===== src/rtl/ahb_ecc_pkg.sv =====
// ============================================================================
// ahb_ecc_pkg : AHB encodings, SECDED geometry, FSM states, data extractor
// Rev 1.0
// ============================================================================
`default_nettype none

package ahb_ecc_pkg;

  localparam logic [1:0] HTRANS_IDLE   = 2'b00;
  localparam logic [1:0] HTRANS_NONSEQ = 2'b10;
  localparam logic [1:0] HTRANS_SEQ    = 2'b11;
  localparam logic [2:0] HBURST_INCR   = 3'b001;
  localparam logic [2:0] HSIZE_WORD    = 3'b010;
  localparam logic [1:0] HRESP_OKAY    = 2'b00;
  localparam logic [1:0] HRESP_ERROR   = 2'b01;

  localparam int DATA_BITS   = 26;
  localparam int PARITY_BITS = 6;
  localparam int CW_BITS     = DATA_BITS + PARITY_BITS;

  typedef enum logic [1:0] {
    IDLE  = 2'd0,
    REQ   = 2'd1,
    XFER  = 2'd2,
    DRAIN = 2'd3
  } state_e;

  // Data bits occupy every non-power-of-two position 3..31, in ascending order.
  function automatic logic [DATA_BITS-1:0] secded_extract(input logic [CW_BITS-1:0] cw);
    logic [DATA_BITS-1:0] data;
    logic [4:0]           j;
    data = '0;
    j    = 5'd0;
    for (int p = 1; p < CW_BITS; p++) begin
      if ((p & (p - 1)) != 0) begin
        data[j] = cw[5'(p - 1)];
        j       = j + 5'd1;
      end
    end
    return data;
  endfunction

endpackage

`default_nettype wire


===== src/rtl/ahb_secded_dec.sv =====
// ============================================================================
// ahb_secded_dec : combinational (32,26) SECDED decoder
// Rev 1.0
// ============================================================================
`default_nettype none

module ahb_secded_dec
  import ahb_ecc_pkg::*;
(
  input  logic [CW_BITS-1:0]   cw_i,
  output logic [DATA_BITS-1:0] data_o,
  output logic                 corr_o,
  output logic                 uncorr_o
);

  logic [4:0]         syn;
  logic               ovr;
  logic [CW_BITS-1:0] fixed;

  always_comb begin
    syn = '0;
    for (int p = 1; p < CW_BITS; p++) begin
      for (int k = 0; k < 5; k++) begin
        if (((p >> k) & 1) != 0) syn[k] = syn[k] ^ cw_i[5'(p - 1)];
      end
    end
    ovr   = ^cw_i;
    fixed = cw_i;
    // A zero syndrome with odd overall parity means only P6 flipped.
    if (ovr && (syn != 5'd0)) fixed[syn - 5'd1] = ~fixed[syn - 5'd1];
    data_o   = secded_extract(fixed);
    corr_o   = ovr;
    uncorr_o = !ovr && (syn != 5'd0);
  end

endmodule

`default_nettype wire


===== src/rtl/ahb_ecc_rd_master.sv =====
// ============================================================================
// ahb_ecc_rd_master : AHB INCR word-burst read initiator with SECDED decode
// Optional: ECC_ERR_CNT_EN adds saturating corr/uncorr counters.  Rev 1.0
// ============================================================================
`default_nettype none

module ahb_ecc_rd_master
  import ahb_ecc_pkg::*;
#(
  parameter int MAX_BEATS = 16
`ifdef ECC_ERR_CNT_EN
  ,
  parameter int CNT_W     = 16
`endif
) (
  input  logic                          hclk,
  input  logic                          hreset,
  input  logic                          req_valid,
  output logic                          req_ready,
  input  logic [31:0]                   req_addr,
  input  logic [$clog2(MAX_BEATS)-1:0]  req_len,
  output logic [31:0]                   haddr,
  output logic [1:0]                    htrans,
  output logic                          hwrite,
  output logic [2:0]                    hsize,
  output logic [2:0]                    hburst,
  output logic [63:0]                   hwdata,
  output logic                          hbusreq,
  output logic                          hlock,
  input  logic [31:0]                   hrdata,
  input  logic                          hready,
  input  logic [1:0]                    hresp,
  input  logic                          hgrant,
  output logic                          rd_valid,
  output logic [DATA_BITS-1:0]          rd_data,
  output logic                          rd_last,
  output logic                          rd_corr,
  output logic                          rd_uncorr,
  output logic                          rd_bus_err,
  output logic                          busy
`ifdef ECC_ERR_CNT_EN
  ,
  output logic [CNT_W-1:0]              corr_cnt,
  output logic [CNT_W-1:0]              uncorr_cnt
`endif
);

  localparam int LEN_W = $clog2(MAX_BEATS);

  state_e               state_q, state_d;
  logic [31:0]          haddr_q, haddr_d;
  logic [1:0]           htrans_q, htrans_d;
  logic [LEN_W-1:0]     remain_q, remain_d;
  logic [LEN_W-1:0]     len_q, len_d;
  logic [LEN_W-1:0]     rx_cnt_q, rx_cnt_d;
  logic                 dphase_q, dphase_d;
  logic                 rd_valid_q, rd_valid_d;
  logic [DATA_BITS-1:0] rd_data_q, rd_data_d;
  logic                 rd_last_q, rd_last_d;
  logic                 rd_corr_q, rd_corr_d;
  logic                 rd_uncorr_q, rd_uncorr_d;
  logic                 rd_bus_err_q, rd_bus_err_d;

  logic [DATA_BITS-1:0] dec_data;
  logic                 dec_corr;
  logic                 dec_uncorr;
  logic                 err_resp;
  logic [31:0]          next_addr;
  logic                 addr_lsb_unused;

  ahb_secded_dec u_dec (
    .cw_i     (hrdata),
    .data_o   (dec_data),
    .corr_o   (dec_corr),
    .uncorr_o (dec_uncorr)
  );

  assign addr_lsb_unused = ^req_addr[1:0];
  assign err_resp        = dphase_q && (hresp == HRESP_ERROR);
  assign next_addr       = haddr_q + 32'd4;

  always_ff @(posedge hclk) begin
    if (hreset) begin
      state_q      <= IDLE;
      haddr_q      <= '0;
      htrans_q     <= HTRANS_IDLE;
      remain_q     <= '0;
      len_q        <= '0;
      rx_cnt_q     <= '0;
      dphase_q     <= 1'b0;
      rd_valid_q   <= 1'b0;
      rd_data_q    <= '0;
      rd_last_q    <= 1'b0;
      rd_corr_q    <= 1'b0;
      rd_uncorr_q  <= 1'b0;
      rd_bus_err_q <= 1'b0;
    end else begin
      state_q      <= state_d;
      haddr_q      <= haddr_d;
      htrans_q     <= htrans_d;
      remain_q     <= remain_d;
      len_q        <= len_d;
      rx_cnt_q     <= rx_cnt_d;
      dphase_q     <= dphase_d;
      rd_valid_q   <= rd_valid_d;
      rd_data_q    <= rd_data_d;
      rd_last_q    <= rd_last_d;
      rd_corr_q    <= rd_corr_d;
      rd_uncorr_q  <= rd_uncorr_d;
      rd_bus_err_q <= rd_bus_err_d;
    end
  end

  always_comb begin
    state_d      = state_q;
    haddr_d      = haddr_q;
    htrans_d     = htrans_q;
    remain_d     = remain_q;
    len_d        = len_q;
    rx_cnt_d     = rx_cnt_q;
    dphase_d     = dphase_q;
    rd_valid_d   = 1'b0;
    rd_data_d    = '0;
    rd_last_d    = 1'b0;
    rd_corr_d    = 1'b0;
    rd_uncorr_d  = 1'b0;
    rd_bus_err_d = 1'b0;

    case (state_q)
      IDLE: begin
        if (req_valid) begin
          haddr_d  = {req_addr[31:2], 2'b00};
          len_d    = req_len;
          rx_cnt_d = '0;
          state_d  = REQ;
        end
      end
      REQ: begin
        if (hgrant && hready) begin
          htrans_d = HTRANS_NONSEQ;
          remain_d = len_q;
          state_d  = XFER;
        end
      end
      XFER, DRAIN: begin
        if (err_resp) begin
          // Two-cycle ERROR: cancel the pending address now, abort when it completes.
          htrans_d = HTRANS_IDLE;
          if (hready) begin
            rd_valid_d   = 1'b1;
            rd_last_d    = 1'b1;
            rd_bus_err_d = 1'b1;
            dphase_d     = 1'b0;
            state_d      = IDLE;
          end
        end else if (hready) begin
          dphase_d = (htrans_q != HTRANS_IDLE);
          if (dphase_q) begin
            rd_valid_d  = 1'b1;
            rd_data_d   = dec_data;
            rd_corr_d   = dec_corr;
            rd_uncorr_d = dec_uncorr;
            rd_last_d   = (rx_cnt_q == len_q);
            rx_cnt_d    = rx_cnt_q + 1'b1;
          end
          if (state_q == XFER) begin
            if (remain_q != '0) begin
              haddr_d  = next_addr;
              htrans_d = (next_addr[9:0] == 10'd0) ? HTRANS_NONSEQ : HTRANS_SEQ;
              remain_d = remain_q - 1'b1;
            end else begin
              htrans_d = HTRANS_IDLE;
              state_d  = DRAIN;
            end
          end else if (dphase_q) begin
            state_d = IDLE;
          end
        end
      end
      default: state_d = IDLE;
    endcase
  end

  assign req_ready  = (state_q == IDLE);
  assign busy       = (state_q != IDLE);
  assign hbusreq    = (state_q == REQ) || ((state_q == XFER) && !err_resp);
  assign haddr      = haddr_q;
  assign htrans     = err_resp ? HTRANS_IDLE : htrans_q;
  assign hwrite     = 1'b0;
  assign hsize      = HSIZE_WORD;
  assign hburst     = HBURST_INCR;
  assign hwdata     = 64'd0;
  assign hlock      = 1'b0;
  assign rd_valid   = rd_valid_q;
  assign rd_data    = rd_data_q;
  assign rd_last    = rd_last_q;
  assign rd_corr    = rd_corr_q;
  assign rd_uncorr  = rd_uncorr_q;
  assign rd_bus_err = rd_bus_err_q;

`ifdef ECC_ERR_CNT_EN
  logic [CNT_W-1:0] corr_cnt_q;
  logic [CNT_W-1:0] uncorr_cnt_q;

  always_ff @(posedge hclk) begin
    if (hreset) begin
      corr_cnt_q   <= '0;
      uncorr_cnt_q <= '0;
    end else begin
      if (rd_valid_q && rd_corr_q && (corr_cnt_q != '1))
        corr_cnt_q <= corr_cnt_q + 1'b1;
      if (rd_valid_q && rd_uncorr_q && (uncorr_cnt_q != '1))
        uncorr_cnt_q <= uncorr_cnt_q + 1'b1;
    end
  end

  assign corr_cnt   = corr_cnt_q;
  assign uncorr_cnt = uncorr_cnt_q;
`endif

endmodule

`default_nettype wire


===== config.mk =====
export PLATFORM = sky130hd
export DESIGN_NAME = ahb_ecc_rd_master
export DESIGN_NICKNAME = d
export VERILOG_FILES = /design/src/rtl/ahb_ecc_pkg.sv /design/src/rtl/ahb_secded_dec.sv /design/src/rtl/ahb_ecc_rd_master.sv
export SDC_FILE = /design/constraint.sdc
export NUM_CORES = 1
export LEC_CHECK = 0
export ABC_AREA = 1
export CAP_MARGIN = 30
export CORE_ASPECT_RATIO = 0.75
export CORE_UTILIZATION = 35
export CTS_CLUSTER_DIAMETER = 150
export DETAILED_ROUTE_END_ITERATION = 12
export PLACE_DENSITY = 0.68
export SLEW_MARGIN = 20
export SYNTH_ARGS = -nofsm -noshare
export SYNTH_HDL_FRONTEND = slang
export SYNTH_SLANG_ARGS = --single-unit

===== constraint.sdc =====
create_clock -name hclk -period 1.75 [get_ports hclk]
set_input_delay 0.175 -clock hclk [delete_from_list [all_inputs] [get_ports hclk]]
set_output_delay 0.175 -clock hclk [all_outputs]
set_load 0.01 [all_outputs]

Yosys cells after proc, flatten, opt, wreduce, memory -nomap -nowiden:

Cells that the tools add are included.

* $add $sub $neg: 3
* multiply operators: 0
* divide/modulo/power cells: 0
* magnitude comparators: 0
* eq/ne operators: 16
* shift-type cells: 0
* mux-type cells: 43
* bitwise operators: 4
* reductions and logical operators: 24

Operators with widths (number)
* $mux 32: 5
* $pmux 32 s2: 1
* $mux 4: 9
* $add 32x3->32 const B: 1
* $reduce_xor 32->1: 1
* $mux 2: 13
* $pmux 4 s2: 2
* $ne 2x2->1 const B: 7
* $reduce_and 6->1: 2
* $mux 1: 11
* $logic_not 10->1: 1
* $reduce_and 5->1: 2
* $ne 4x4->1 const B: 2
* $reduce_bool 2->1: 4
* $ne 3x3->1 const B: 2
* $pmux 2 s3: 1
* $reduce_or 5->1: 1
* $add 4x1->4 const B: 1
* $eq 2x1->1 const B: 2
* $eq 2x2->1 const B: 2
* $eq 4x4->1: 1
* $not 1->1: 4
* $pmux 2 s2: 1
* $reduce_and 2->1: 2
* 9 further kinds: 12

* bits in registers: 64
* latch bits: 0
* RAM bits: 0
* memory bits (read-only): 0
* input bits: 75
* output and inout bits: 140
* logic and storage cells: 102
* memories kept: 0

Logic depth before layout (Yosys ltp):

* depth in word-level cells: 8
* depth in mapped cells: 13
* mapped depth without buffers: 13

By module:

A second synthesis with hierarchy kept.

* cell total of the unflattened synthesis: 952
* area, all modules: 5701.7 um2

By module, submodules not included
* ahb_ecc_rd_master: instances 1, cells an instance 709, area an instance 4669.5 um2, sequential area each 1561.5 um2
* ahb_secded_dec: instances 1, cells an instance 243, area an instance 1032.2 um2, sequential area each 0.0 um2

Least setup slack after synthesis:

No wires, ideal clock.

* kind: reg-to-reg
* start: reg haddr_q[2] (netlist: haddr[2])
* end: reg haddr_q[18] (netlist: haddr[18])
* data arrival time: 1346 ps
* data required time: 1635 ps
* slack: 289 ps
* cell stages (with the launch flop): 9
* period minus slack after synthesis: 1461 ps
* cells stage by stage: dfxtp_1 ha_1 nand2_4 nor2_8 nand3_2 o21ai_2 nand3_1 nand2_1 nor2_1

* word-level cells in the longest chain between the ends: 6

RTL lines
* start, declared: RTL line ahb_ecc_rd_master.sv:51 `logic [31:0] haddr_q, haddr_d;`
* start signal, assigned: RTL line ahb_ecc_rd_master.sv:99 `haddr_q <= haddr_d;`
* $add 32x3->32: RTL line ahb_ecc_rd_master.sv:80 `assign next_addr = haddr_q + 32'd4;`
* $mux 32: RTL line ahb_ecc_rd_master.sv:167 `if (remain_q != '0) begin`
* $mux 32: RTL line ahb_ecc_rd_master.sv:166 `if (state_q == XFER) begin`
* $mux 32: RTL line ahb_ecc_rd_master.sv:156 `end else if (hready) begin`
* $mux 32: RTL line ahb_ecc_rd_master.sv:146 `if (err_resp) begin`
* $pmux 32 s2: RTL line ahb_ecc_rd_master.sv:129 `case (state_q)`

Every way passes these cells. The select of a mux whose other input is x is not followed.
A chain may end at the register's enable or synchronous reset.

Worst setup path in the final report:

* start: reg state_q[1]
* end: out req_ready

* word-level cells in the longest chain between the ends: 1

RTL lines
* start, declared: RTL line ahb_ecc_rd_master.sv:50 `state_e state_q, state_d;`
* start signal, assigned: RTL line ahb_ecc_rd_master.sv:98 `state_q <= state_d;`
* $logic_not 2->1: RTL line ahb_ecc_rd_master.sv:184 `assign req_ready = (state_q == IDLE);`
* end, declared: RTL line ahb_ecc_rd_master.sv:19 `output logic req_ready,`

Every way passes these cells.

==> key figures <==
Synthesis
  • Area share of the largest cell type after synthesis: 0.245
  • Largest area contributor in the synthesized netlist: dfxtp_1
  • Post-synth EDFFs: 0
  • Sequential element share of the synthesized area: 0.245
  • Mapped Cells: 839
  • Post-synthesis register bit count: 62
  • Synth cell types: 39
  • Synth Cell Area: ~5100 sq um
  • Synth area leaders: dfxtp_1 (24%), nand2_1 (22%), buf_4 (13%)
  • Yosys warnings: 0
  • Post-synthesis average cell area: a little over 6 sq um
  • Asr flop ratio synth: 0
  • Most used DFF post-synth: dfxtp_1

Clock network
  • Root Driver: clkbuf_16
  • Num CTS Buffers: 9
  • Post-CTS Setup Bufs: 0
  • Reg clk slew, reported paths: 60 ps
  • Worst skew pair latency: 340 ps
  • # clock sinks: 62
  • CTS tree: built
  • Clock Tree Buf Depth: 2
  • Htree depth: 3

Floorplan
  • Die area: between 10,000 and 15,000 sq um
  • Site Rows: 37
  • Die Wd: 141 microns
  • Num ports: 215
  • Std-Cell Core Area: 13,900 sq um
  • Die Ht: 106 microns
  • Starting Density: 0.364

GRT
  • Largest net degree at the start of global routing: 40
  • Overall Global Routing Usage: 0.185
  • Total gr overflow: 0
  • Number of global-route vias before repair: 4,599
  • Initial antenna violation count: 0
  • First-pass GRT wire length: 22,000 microns

Drt
  • Post-route DRC: 0
  • Antenna Nets Post-Route: 0
  • Routed vias: 5,112
  • Detailed Routing Iterations Pass 1: 5
  • Starting DRT DRC Count: 280
  • Post-Route WL: 13,400 microns
  • Routed len/inst: 11.4 microns
  • Post-DR vias/cell: 4.34

Power
  • Sequential power share: 0.303
  • Switching pwr: 2.24 mW
  • Switching portion of total power: 0.354
  • Int Pwr: 4.09 mW
  • VDD IR-drop max: 0.000568 V
  • Leak pwr: approximately 3.1 nW
  • Pwr/cell area: 958 nW/um^2
  • Clock power frac: 0.336
  • Comb power frac: 0.361

Status
  • Status: completed

Job
  • Max-cap violations: 0

Critical path
  • RR Endpoint: haddr[19]$_SDFFE_PP0P_
  • Number of cells on the worst reg-to-reg path: 9
  • CP Max Fanout: 5
  • Required time worst endpoint: 1570 ps
  • Critical path type: reg2out
  • Critical Path Sink Type: primary output
  • Reg2reg setup slack: 170 ps
  • FF-to-FF Start: haddr[10]$_SDFFE_PP0P_
  • Crit path cell chain: nor2_2 -> clkdlybuf4s50_1
  • Setup crit start kind: register
  • Slowest-stage cell, CP: clkdlybuf4s50_1
  • Slowest cell delay on critical path: 600 ps
  • CP Data Arrival Time: 1480 ps

Layout
  • Ant. Diodes: 0
  • Fill cells: 1,442
  • FF/Latch Area: 1240 sq um
  • Syn-to-layout area delta: 30.4%
  • Nets: between 1,000 and 1,500
  • Final Core Density: 0.474
  • Area occupied by multi-input gates: 3070 sq um
  • Layout cell share with drive strength beyond 1: 0.0815
  • Cell Count, Final, Fillers Out: around 1,200
  • Fin area: between 6000 and 7000 sq um

Timing
  • Tmin final: 1660 ps
  • Part of the cycle the worst path needs: 0.946
  • Hold WS: 428 ps
  • Final Hold Viols: 0
  • FMAX: approximately 0.60 GHz
  • Final Setup Violations: 0
  • Final Max Slew Viols: 0
  • Worst setup margin: 94.7 ps
  • Final Skew: 8.33 ps
  • RSZ-0062 raised after global routing: false

Hold path
  • Hold Path End: haddr[2]$_SDFFE_PP0P_
  • Hold/Removal Path Class: in2reg
  • Hold Startpoint: req_addr[2]
  • WHS Path Cells: 3

Place
  • Gpl congestion: 0.899
  • Placed Area: 6250 sq um
  • Post-Place Cells: 1,161
  • Placed wire-length estimate: approximately 11,000 microns
  • Pre-CTS setup slack: -197 ps
  • IO buf count: 122
## sequential cells by signal, indices dropped and copies added (netlist names)
register and flops:
rd_valid 1, rd_last 1, remain_q 4, rd_corr 1
rd_bus_err 1, state_q 2, haddr 30, dphase_q 1
rd_data 11, rx_cnt_q 4, len_q 4, htrans_q 2
## cells in the mapped netlist (4+ instances only)
master and count:
nor2_1 111, nand2_2 4, nor2_2 4, a211oi_1 4, inv_1 70, clkbuf_1 6
nand2_4 5, buf_6 6, buf_2 5, nand2_1 297, o21ai_0 25, xor2_1 7
o21ai_1 13, nand3_1 18, dfxtp_1 62, a31oi_1 6, nand3b_1 9, a21oi_1 40
xnor2_1 11, inv_2 5, nor3_1 9, nand3_2 4, buf_4 91
## worst max path at each step
stage / startpoint / end / slack [ps] / depth (start not counted)
after floorplan: haddr[2]$_SDFFE_PP0P_ / haddr[18]$_SDFFE_PP0P_ / 290 / 8
after global placement: hresp[1] / hbusreq / -180 / 5
after detailed placement: hresp[1] / hbusreq / -200 / 5
after CTS: state_q[1]$_SDFFE_PP0P_ / req_ready / 80 / 2
after global routing: haddr[13]$_SDFFE_PP0P_ / haddr[30]$_SDFFE_PP0P_ / 10 / 10
final: state_q[1]$_SDFFE_PP0P_ / req_ready / 90 / 2
## stage by stage
step	TNS, ps	total power, mW
finish	0	6.33
global route	0	6.75
CTS	0	6.35
detailed placement	-465	4.22
global placement	-360	4.19
floorplan	0	3.43
## cell usage in the layout, fill, tap and decap left out, types with 2 or more instances in the layout
cell,netlist,layout
nand2_1,297,296
clkdlybuf4s50_1,0,119
nor2_1,111,111
conb_1,2,90
inv_1,70,70
dfxtp_1,62,59
a21oi_1,40,40
buf_4,91,25
o21ai_0,25,23
nand3_1,18,18
o21ai_1,13,15
xnor2_1,11,11
nand3b_1,9,9
nor3_1,9,9
clkbuf_16,0,9
xor2_1,7,7
a31oi_1,6,6
inv_2,5,5
nand2_2,4,5
nand2_4,5,5
nor2_2,4,4
a211oi_1,4,4
nand3_2,4,4
nor2_4,3,3
or2_2,3,3
or2_1,3,3
bufinv_16,0,3
dfxtp_2,0,3
dlygate4sd2_1,0,3
a21oi_2,2,2
o21a_1,2,2
ha_1,3,2
## timing repair
item,4_1_cts,5_1_grt
endpoints found under the hold margin,0,0
pin swaps,0,1
hold buffers,0,0
endpoints found under the setup margin,3,10
gates resized for setup,4,6
## cell families (layout without fill, tap and decap cells)
kind of cell	Yosys count	count (layout)	share of synthesized area
xor+xnor	18	18	0.0311
fa+ha+maj	3	3	0.00741
buf+inv	184	239	0.214
other cells	2	90	0.00148
flops	62	62	0.245
simple gates	474	474	0.396
compound gates	96	96	0.104
## critical path: cells and delay by family, from the launching register on
family	cells	cell delay, ps
simple gates	1	200
flops	1	350
buf+inv	1	600
## power groups by stage
stage	logic, mW	registers (mW)	clock network, mW
after floorplan	1.48	1.95	0
after global placement	2.25	1.95	0
after CTS	2.28	1.92	2.16
final	2.28	1.92	2.13
after detailed placement	2.27	1.95	0
after global routing	2.56	1.96	2.22
## per-layer routing
metal | wire length, microns | share of wire | GRT usage | vias up
met5 | 0 | 0 | 0 | -
li1 | - | - | - | 2694
met1 | 6500 | 0.48 | 0.252 | 2209
met4 | 189 | 0.014 | 0.0505 | 0
met2 | 5700 | 0.43 | 0.284 | 188
met3 | 1010 | 0.076 | 0.0500 | 21
## cell type report
class / count / area share
Multi-Input combinational cell: 681 / 0.465
Sequential cell: 62 / 0.188
Tap cell: 195 / 0.0369
Inverter: 76 / 0.0439
Timing Repair Buffer: 147 / 0.213
Clock buffer: 11 / 0.0367
Clock inverter: 5 / 0.0161
Note: power is estimated with default switching activity, not from simulation.
==> RTL edit 1, RTL diff (config.mk and constraints unchanged) <==
Encoding of `state_e`: now one-hot (4 bits for 4 states).
--- a/src/rtl/ahb_ecc_pkg.sv
+++ b/src/rtl/ahb_ecc_pkg.sv
@@ -19,9 +19,9 @@
   localparam int CW_BITS     = DATA_BITS + PARITY_BITS;
 
-  typedef enum logic [1:0] {
-    IDLE  = 2'd0,
-    REQ   = 2'd1,
-    XFER  = 2'd2,
-    DRAIN = 2'd3
+  typedef enum logic [3:0] {
+    IDLE  = 4'b0001,
+    REQ   = 4'b0010,
+    XFER  = 4'b0100,
+    DRAIN = 4'b1000
   } state_e;
 
Function: same outputs for any inputs over 4 cycles, from zero or initial values and one cycle with hreset high; so few cycles prove little.
==> RTL edit 1 against the original RTL <==
  * Maximum frequency is 6.0% lower
  * Setup slack worse by 0.11 ns
  * Critical endpoint is now haddr[21]
  * Synthesized area grew 2.9%
  * Routed wire length is 18% higher
  * Non-clock buffer count increased by 27
  * Critical path depth grew 10
  * Design area rose by 12%
  * Sequential cell count increased by 2
  * The flow now finishes with violations (negative setup slack)
  * Highest routed layer unchanged
Power is not compared: it rests on default switching activity, and its combinational part moved more than twofold at a synthesized area within 25%.
==> RTL edit 1: results (changes against the original RTL) <==
========================================================================================================
# setup viols final                                                                                    1   was 0
Global placement routability congestion                                                            0.943   was 0.899
Main area contributors after synthesis                                                      dfxtp_1, nand2_1, buf_4   unchanged
Via density per instance                                                                            4.48   was 4.34
Number of cells on the worst reg-to-reg path                                                          12   was 9
Count of H-tree levels built during CTS                                                                3   unchanged
Via count of the first global-routing pass                                                          4779   was 4599
Number of antenna violations at the first check in global routing                                      0   unchanged
Outcome                                                                                     finished, violations left   was complete, no violations
Number of buffer cells added on primary ports                                                        122   unchanged
Antenna Nets Post-Route                                                                                0   unchanged
WP data arrival                                                                                  2.03 ns   was 1.48 ns
Cell area after placement                                                                   0.00655 mm^2   was 0.00625 mm^2
DRT iter0 DRCs                                                                                       481   was 280
Drt wl/cell                                                                                      12.5 um   was 11.4 um
Number of placed instances, taps included                                                           1232   was 1161
Setup Skew                                                                                    0.00739 ns   was 0.00833 ns
CTS Buf Count                                                                                          9   unchanged
Leakage dissipation                                                                              3.37 nW
Routed wl met2                                                                                   6960 um   was 5700 um
Total setup buffers inserted after CTS                                                                 2   was 0
Combined global-route utilization of all metal layers                                              19.4%   was 18.5%
Detailed-routed wire length on met3                                                              1370 um   was 1010 um
Worst R2R Start                                                                              remain_q[1]   was haddr[10]
Sequential cell area fraction in the yosys report                                                  24.6%   was 24.5%
Routed metal-1 wirelength                                                                        7190 um   was 6500 um
Most instantiated cells after synthesis                                                     nand2_1, nor2_1, buf_4   unchanged
Met2 usage in global routing                                                                       30.0%   was 28.4%
Initial DRT Pass Iterations                                                                            5   unchanged
Global routing met1 resource utilization                                                           26.8%   was 25.2%
Violations in the final reports                                                             negative setup slack
Minimum setup slack after placement                                                            -0.152 ns   was -0.197 ns
Synth warn                                                                                             0   unchanged
Top delay family on crit path                                                               simple AND/OR/NAND/NOR gates   was buffers and inverters
Top sig layer                                                                                       met4   unchanged
Post-CTS clock slew at the launch and capture registers of the worst setup and hold paths        0.06 ns   about the same
Final setup margin                                                                            -0.0112 ns   was 0.0947 ns
Final layout net count                                                                              1135   was 1055
Max FFs per register                                                                                  30   unchanged
Primary FF master, synth                                                                         dfxtp_1   unchanged
Sum of negative setup slack                                                                   -0.0112 ns   was 0 ns
CP max-delay cell                                                                                dfxtp_2   was clkdlybuf4s50_1
Detailed placement HPWL                                                                         11300 um   was 10500 um
Number of cells upsized or downsized after cts                                                         3   was 4
Critical Path Max Stage Delay                                                                    0.33 ns   was 0.60 ns
Clk root buf                                                                                   clkbuf_16   unchanged
Worst hold path class                                                                          in -> reg   unchanged
Final max-slew violation count                                                                         0   unchanged
Pin count of the biggest net entering global routing                                                  43   was 40
Ratio of cells with drive above 1 in the final layout                                              14.8%   was 8.15%
Biggest fanout along the worst timing path                                                             8   was 5
GRT met3 Usage                                                                                     4.54%   was 5.00%
Worst setup path endpoint                                                                      haddr[21]   was req_ready
Non-filler instance count after layout                                                              1262   was 1177
Number of library cell types mapped by synthesis                                                      32   was 39
Wire length of the first global-routing pass                                                    23400 um   was 22000 um
Instance count of the mapped netlist                                                                 895   was 839
Startpoint types                                                                                    flop   unchanged
========================================================================================================
-- RTL edit 1: cell count changes after synthesis, moves of 5 or more --
| cell | change |
|---|---|
| nor2_1 | +27 |
| o21ai_1 | -12 |
| nand3b_1 | +5 |
| nand3_1 | +17 |
| o21ai_0 | +7 |
| a31oi_1 | -5 |
| a21oi_1 | -5 |
| buf_2 | +6 |
| nand2_1 | +37 |
-- RTL edit 1: how the worst min path moves through the flow --
stage,endpoint,startpoint,slack (ns),cells past startpoint
final,len_q[2],req_len[2],0.44,3
after global routing,rd_data[5],hrdata[9],0.46,3
after CTS,len_q[2],req_len[2],0.43,3
after detailed placement,htrans_q[0],htrans_q[0],0.47,2
after global placement,htrans_q[0],htrans_q[0],0.46,2
after floorplan,rd_data[0],hrdata[2],0.29,2
-- RTL edit 1: logic make-up (layout without fill, tap and decap cells) --
family | Yosys count | count (layout) | synth area share, %
AO/OA/AOI/OAI | 71 | 71 | 6.91
buffers and inverters | 184 | 262 | 20.5
AND/OR/NAND/NOR | 552 | 553 | 44.0
adder cells (fa/ha/maj) | 3 | 3 | 0.720
other | 2 | 90 | 0.144
XOR/XNOR | 19 | 19 | 3.19
flip-flops | 64 | 64 | 24.6
-- RTL edit 1: power by group --
part | switching [mW] | total, mW | internal, mW
logic | 3.36 | 6.33 | 2.97
registers | 0.540 | 2.46 | 1.92
clock network | 0.745 | 2.15 | 1.41
total | 4.65 | 10.9 | 6.30
-- RTL edit 1: area by class of cell --
cell class / instances / area (um^2)
multi-input cells: 736 / 3460
inverters: 72 / 275
clock buffers: 9 / 225
repair buffers: 174 / 1760
well taps: 200 / 250
flip-flops and latches: 64 / 1300
clock inverters: 7 / 125
fillers: 1404 / 7110
==> RTL edit 2, RTL diff (config.mk and constraints unchanged) <==
Made on the original files. Build with the macro `ECC_ERR_CNT_EN` defined.
--- a/src/rtl/ahb_ecc_rd_master.sv
+++ b/src/rtl/ahb_ecc_rd_master.sv
@@ -4,4 +4,6 @@
 // ============================================================================
 `default_nettype none
+
+`define ECC_ERR_CNT_EN
 
 module ahb_ecc_rd_master
Behaviour (old outputs only; new: corr_cnt and uncorr_cnt): unchanged (Yosys induction, for registers that start in step).
==> RTL edit 2 against the original RTL <==
  * Design area rose by 22%
  * Setup slack got worse by 0.033 ns
  * Combinational power rose by 89%
  * Sequential cell count rose by 16
  * Largest cell class unchanged
  * Largest power group unchanged
  * Global-route usage fell by 0.28 points
  * Final cell count rose by 19%
  * Highest routed layer unchanged
  * Routed wire length rose by 24%
  * Power rose by 35%
  * Synthesized area rose by 18%
==> RTL edit 2: results (changes against the original RTL) <==
=====================================================================================================
Outcome                                                                                  complete, no violations   unchanged
Leakage dissipation                                                                           3.61 nW   was 3.05 nW
Number of fillers in the final layout                                                            1739   was 1442
Synthesized-area fraction occupied by ao, oa, aoi and oai cells                                 10.7%   was 10.4%
Final layout net count                                                                           1256   was 1055
Pin count of the biggest net entering global routing                                               41   was 40
CP max-delay cell                                                                             dfxtp_2   was clkdlybuf4s50_1
Drt wl/cell                                                                                   11.9 um   was 11.4 um
Ratio of cells with drive above 1 in the final layout                                           13.2%   was 8.15%
Critical Path Max Stage Delay                                                                 0.35 ns   was 0.60 ns
Worst VDD drop                                                                               0.542 mV   was 0.568 mV
Share of the final layout cell area in multi-input gates                                        45.4%   was 46.5%
WP data arrival                                                                               1.97 ns   was 1.48 ns
Via count of the first global-routing pass                                                       5259   was 4599
Repair and plain buffers                                                                          202   was 147
Share of the synthesized netlist area taken by xor and xnor gates                               3.07%   was 3.11%
Post-synthesis share of cell area spent on full adders, half adders and majority gates         0.836%   was 0.741%
Clock network share of area                                                                     3.30%   was 5.28%
Global placement routability congestion                                                         0.974   was 0.899
CTS Sinks                                                                                          78   was 62
Main area contributors after synthesis                                                   dfxtp_1, nand2_1, buf_4   unchanged
Final instance area                                                                      0.00805 mm^2   was 0.00661 mm^2
Wire length of the first global-routing pass                                                 25700 um   was 22000 um
Number of multi-input logic gates                                                                 787   was 681
Detailed placement HPWL                                                                      12800 um   was 10500 um
Number of inverters outside the clock class in the layout                                          99   was 76
Via density per instance                                                                         4.51   was 4.34
Most instantiated cells after synthesis                                                  nand2_1, buf_4, nor2_1   was nand2_1, nor2_1, buf_4
Combined global-route utilization of all metal layers                                           18.2%   was 18.5%
Instance count of the mapped netlist                                                              989   was 839
Number of cells upsized or downsized after cts                                                      6   was 4
Post-Route WL                                                                                16600 um   was 13400 um
Layout non-clock buf frac                                                                       23.7%   was 21.3%
Initial DRT Pass Iterations                                                                         6   was 5
Clock tree buffer count of the final layout                                                        10   was 11
Number of placed instances, taps included                                                        1369   was 1161
=====================================================================================================
[RTL edit 2: power by group]
group          leakage, nW  total (mW)  internal, mW  switching [mW]
logic                 2.85        4.30          1.90            2.41
registers            0.638        2.53          2.13           0.398
clock network        0.121        1.73         0.955           0.772
[RTL edit 2: metal layers]
layer	global-route usage (%)	routed length, um	vias to the layer above
li1	-	-	3251
met1	25.3	8160	2800
met2	27.6	7020	226
met3	5.20	1270	19
met4	4.31	192	0
met5	0	0	-
[RTL edit 2: final timing paths]
check | start | to | slack [ns] | cells after the start
worst min register to register | htrans_q[1] | htrans_q[1] | 0.47 | 2
worst max register to register | corr_cnt[1] | corr_cnt[14] | 0.06 | 12
worst max-delay path | corr_cnt[1] | corr_cnt[14] | 0.06 | 12
worst min-delay path | hreset | rd_valid | 0.09 | 2
[RTL edit 2: stage by stage]
step	TNS (ns)	utilization, %
detailed placement	-4.38	44.6
floorplan	0	-
global route	-0.0859	48.0
finish	0	48.0
CTS	0	46.3
global placement	-2.79	44.6
